[config.mk]
export PLATFORM = sky130hd
export DESIGN_NAME = sram_arbiter
export DESIGN_NICKNAME = d
export VERILOG_FILES = /design/src/rtl/sram_arbiter.sv
export SDC_FILE = /design/constraint.sdc
export NUM_CORES = 1
export LEC_CHECK = 0
export CELL_PAD_IN_SITES_DETAIL_PLACEMENT = 0
export CELL_PAD_IN_SITES_GLOBAL_PLACEMENT = 1
export CORE_MARGIN = 2
export CORE_UTILIZATION = 10
export DETAILED_ROUTE_END_ITERATION = 8
export PLACE_DENSITY = 0.86
export SLEW_MARGIN = 30
export SYNTH_ARGS = -nofsm -noshare
export SYNTH_HDL_FRONTEND = slang
export SYNTH_SLANG_ARGS = --single-unit
[constraint.sdc]
create_clock -name clk -period 2.54 [get_ports clk]
set_clock_uncertainty 0.15 [all_clocks]
set_input_delay 0.381 -clock clk [delete_from_list [all_inputs] [get_ports clk]]
set_output_delay 0.381 -clock clk [all_outputs]
set_load 0.01 [all_outputs]
[src/rtl/sram_arbiter.sv]
// Two-requester arbiter (fetch, data) for a shared single-port SRAM with 1-cycle read latency.
// Data has priority, and a starvation counter forces a fetch grant once it saturates.
//
// resp_own states
//   state     | meaning
//   OWN_NONE  | no read response due this cycle
//   OWN_IF    | sram_rdata this cycle belongs to the fetch port
//   OWN_DS    | sram_rdata this cycle belongs to the data port
module sram_arbiter #(
  parameter int XLEN       = 32,
  parameter int STARVE_MAX = 4
) (
  input  logic            clk,
  input  logic            reset,
  input  logic            i_req,
  input  logic [XLEN-1:0] i_addr,
  output logic            i_gnt,
  output logic            i_rvalid,
  output logic [XLEN-1:0] i_rdata,
  input  logic            d_req,
  input  logic [3:0]      d_wen,
  input  logic [XLEN-1:0] d_addr,
  input  logic [XLEN-1:0] d_wdata,
  output logic            d_gnt,
  output logic            d_rvalid,
  output logic [XLEN-1:0] d_rdata,
  output logic            sram_en,
  output logic [3:0]      sram_wen,
  output logic [XLEN-1:0] sram_addr,
  output logic [XLEN-1:0] sram_wdata,
  input  logic [XLEN-1:0] sram_rdata
);

  typedef enum logic [1:0] {
    OWN_NONE = 2'd0,
    OWN_IF   = 2'd1,
    OWN_DS   = 2'd2
  } own_e;

  localparam logic [3:0] STARVE_LIM = 4'(STARVE_MAX);

  own_e       resp_own, resp_own_nxt;
  logic [3:0] starve_cnt, starve_nxt;
  logic       fetch_pri;

  assign fetch_pri = (starve_cnt == STARVE_LIM);

  // Grants are gated by reset so nothing reaches the SRAM while it is held.
  always_comb begin
    i_gnt = 1'b0;
    d_gnt = 1'b0;
    if (reset) begin
      if (i_req && (!d_req || fetch_pri)) i_gnt = 1'b1;
      else if (d_req)                     d_gnt = 1'b1;
    end
  end

  always_comb begin
    sram_en    = i_gnt | d_gnt;
    sram_wen   = 4'b0;
    sram_addr  = '0;
    sram_wdata = '0;
    if (i_gnt) begin
      sram_addr = i_addr;
    end else if (d_gnt) begin
      sram_wen   = d_wen;
      sram_addr  = d_addr;
      sram_wdata = d_wdata;
    end
  end

  always_comb begin
    starve_nxt = starve_cnt;
    if (i_gnt || !i_req)     starve_nxt = 4'd0;
    else if (d_gnt && !fetch_pri) starve_nxt = starve_cnt + 4'd1;
  end

  always_comb begin
    resp_own_nxt = OWN_NONE;
    if (i_gnt)                        resp_own_nxt = OWN_IF;
    else if (d_gnt && d_wen == 4'b0)  resp_own_nxt = OWN_DS;
  end

  always_ff @(posedge clk or negedge reset) begin
    if (!reset) begin
      resp_own   <= OWN_NONE;
      starve_cnt <= 4'd0;
    end else begin
      resp_own   <= resp_own_nxt;
      starve_cnt <= starve_nxt;
    end
  end

  assign i_rvalid = (resp_own == OWN_IF);
  assign d_rvalid = (resp_own == OWN_DS);
  assign i_rdata  = i_rvalid ? sram_rdata : '0;
  assign d_rdata  = d_rvalid ? sram_rdata : '0;

endmodule

==> impl_results.md <==
- Relative slew slack: 0.726
- Minimum clock period: around 2500 ps
- Pwr Density: 198 mW/mm²
- Fillers: 1335
- Worst hold slack: just under 400 ps
- Worst Path Required: roughly 2000 ps
- Die H: 121 µm
- IO Count: 273
- Status: complete, but fails checks
- Clk buf depth: 2
- Commonest non-fill, non-tap cell in the layout: clkdlybuf4s50_1
- Reg2reg path depth: 7
- Post-synth ARST share: 1.00
- Most frequent cells in the layout: clkdlybuf4s50_1 (201), and2_1 (102), a22o_1 (30)
- TritonCTS buffer count: 3
- Fin crit share: 1.00
- Post-synth EDFFs: 0
- GP Congestion: approximately 0.73
- Placed cell areas: about 0.0043 mm²
- Failing checks: negative setup slack
- Crit end category: primary output
- Setup crit start kind: flop
- Layout Nets: 610
- Initial DRC count: 51
- H-tree depth: 1
- Syn_area_per_cell: 7.31 µm²
- Area Overhead vs Synth: 227%
- Reg-to-reg slack, setup: 590 ps
- Final core occ: 0.336
- Vias per cell: 3.86
- Fraction of layout cells with a size suffix above 1: 0.155
- Total grt overflow: 0
- Max incr delay on CP: 350 ps
- Register bit count reported by yosys: 6
- Root buffer cell: clkbuf_16
- Worst VDD drop: 0.164 mV
- Actual slew at the worst max-slew pin: 408 ps
- Routed Wire Length: 9510 µm
- Crit-path max FO: 6
- Reg2reg start: starve_cnt[1]$_DFFE_PN0P_
- Synthesized instance count: 187
- Max-cap viol count: 0
- CTS tree: done
- CP Cell Sequence: inv_2, ha_4, and3b_2, a21oi_4, bufbuf_16, buf_8, a22o_1, buf_2
- Post-route cell area: approximately 0.0045 mm²
- Worst setup path class: flop to primary output
- Hold WC Path Type: primary input to async pin
- DIE WIDTH: around 120 µm
- Initial antenna violation count: 0
- Drt pass-1 iters: 4
- Warning count from the yosys run: 0
- Vias in the first global route: 2553
- Mapped cell area: 0.00137 mm²
- # rows: 42
- Vias: 2493
- Seq/Total Area, Yosys: 0.110
- Clock sinks: 6
- Fmax: just under 400 MHz
- Final Hold Viols: 0
- DPL Wire Length: 7190 µm
- Clk slew on worst S/H paths: 30 ps
- Final Non-Filler Cells: 646
- Initial Util: 0.103
- PnR worst setup slack: -0.541 ps
- Average wire per standard cell: 14.7 µm
- Post-Place Setup Slack: -211 ps
- Critical Path AT: 2010 ps
- Final setup viols: 1
- Slowest stage cell, crit path: dfrtp_1
- RSZ-0062 raised after global routing: yes
- Largest net degree at the start of global routing: 34
- Routed Antenna Nets: 0
- First-pass GRT wire length: 13600 µm
- Antenna diodes: 0
- Clock Latency Late Sink: 230 ps
- Cells after DPL: 628
- DRC: 0
- # port buffers: 272
- Syn nets: 325
- Final Slew Violations: 0
- Die area: 0.0146 mm²
- Reg2reg end: starve_cnt[3]$_DFFE_PN0P_
- Core area: 0.0133 mm²
- Yosys cell types: 27
- P_leak: 0.00193 µW
- Total GRT Usage: 0.119
- Top_reg_cell synth: dfrtp_1
## how the worst max path moves through the flow
stage | endpoint | slack [ps] | startpoint | cells past startpoint
5_1_grt | sram_wdata[19] | -60 | starve_cnt[1]$_DFFE_PN0P_ | 7
6_report | sram_addr[10] | -0.5 | starve_cnt[1]$_DFFE_PN0P_ | 8
3_3_place_gp | sram_addr[0] | -180 | reset | 6
2_1_floorplan | sram_addr[22] | 380 | starve_cnt[0]$_DFFE_PN0P_ | 8
4_1_cts | sram_addr[20] | -80 | starve_cnt[1]$_DFFE_PN0P_ | 11
3_5_place_dp | sram_addr[0] | -210 | reset | 6
## what timing repair did
action | CTS | global route
cloned | 5 | 0
endpoints found under the hold margin | 0 | 0
hold buffers | 0 | 0
setup buffers | 7 | 6
pin swaps | 5 | 3
setup endpoints to repair | 71 | 54
resized for setup | 168 | 36
## cell families (layout without fill, tap and decap cells)
logic type,after synthesis,count (layout),synth area share
AO/OA/AOI/OAI,40,40,0.247
adder cells (fa/ha/maj),2,2,0.0183
buffers and inverters,23,306,0.0952
flip-flops,6,6,0.110
AND/OR/NAND/NOR,116,116,0.529
## per-layer routing
metal	routed length (µm)	up-vias	global-route usage
met1	3280	1103	0.118
met5	0	-	0
met4	137	0	0.0334
li1	-	1205	-
met2	5090	177	0.239
met3	997	8	0.0296
## cell type report
class,count,area [µm²],share of cell area
Tap cell,176,220,0.0493
Timing Repair Buffer,298,2870,0.642
Multi-Input combinational cell,158,1130,0.254
Inverter,5,18.8,0.00420
Clock buffer,3,75.1,0.0168
Sequential cell,6,150,0.0336
## flip-flops by register name, indices dropped and copies added (netlist names)
signal      count
resp_own        2
starve_cnt      4
## worst max-delay path: cells and delay by family (launching register included)
| kind | cells | cell delay [ps] |
|---|---|---|
| fa+ha+maj | 1 | 150 |
| flops | 1 | 350 |
| compound gates | 2 | 410 |
| simple gates | 1 | 230 |
| buf+inv | 4 | 620 |
## through the flow
step	TNS (ps)	total power (µW)
final	-0.541	885
after global routing	-216	931
after CTS	-117	904
after detailed placement	-7950	625
after global placement	-5620	618
after floorplan	0	236
## power breakdown
group / leakage, µW / switching, µW / internal [µW] / total, µW
Combinational: 0.00181 / 181 / 351 / 532
Clock: 0.0000370 / 52.1 / 202 / 254
Sequential: 0.0000826 / 1.13 / 98.2 / 99.4
Total: 0.00193 / 234 / 651 / 885
## synthesized netlist by cell type, types with 2 or more instances
library cell	n	share of area
clkbuf_1	8	0.022
and2_1	102	0.47
ha_1	2	0.018
inv_1	5	0.014
a21oi_1	2	0.0073
buf_6	5	0.041
buf_2	5	0.018
a22o_1	32	0.21
dfrtp_1	6	0.11
nand3_1	2	0.0073
nor2b_1	2	0.0092
No activity file was read; power rests on OpenSTA's default activity.
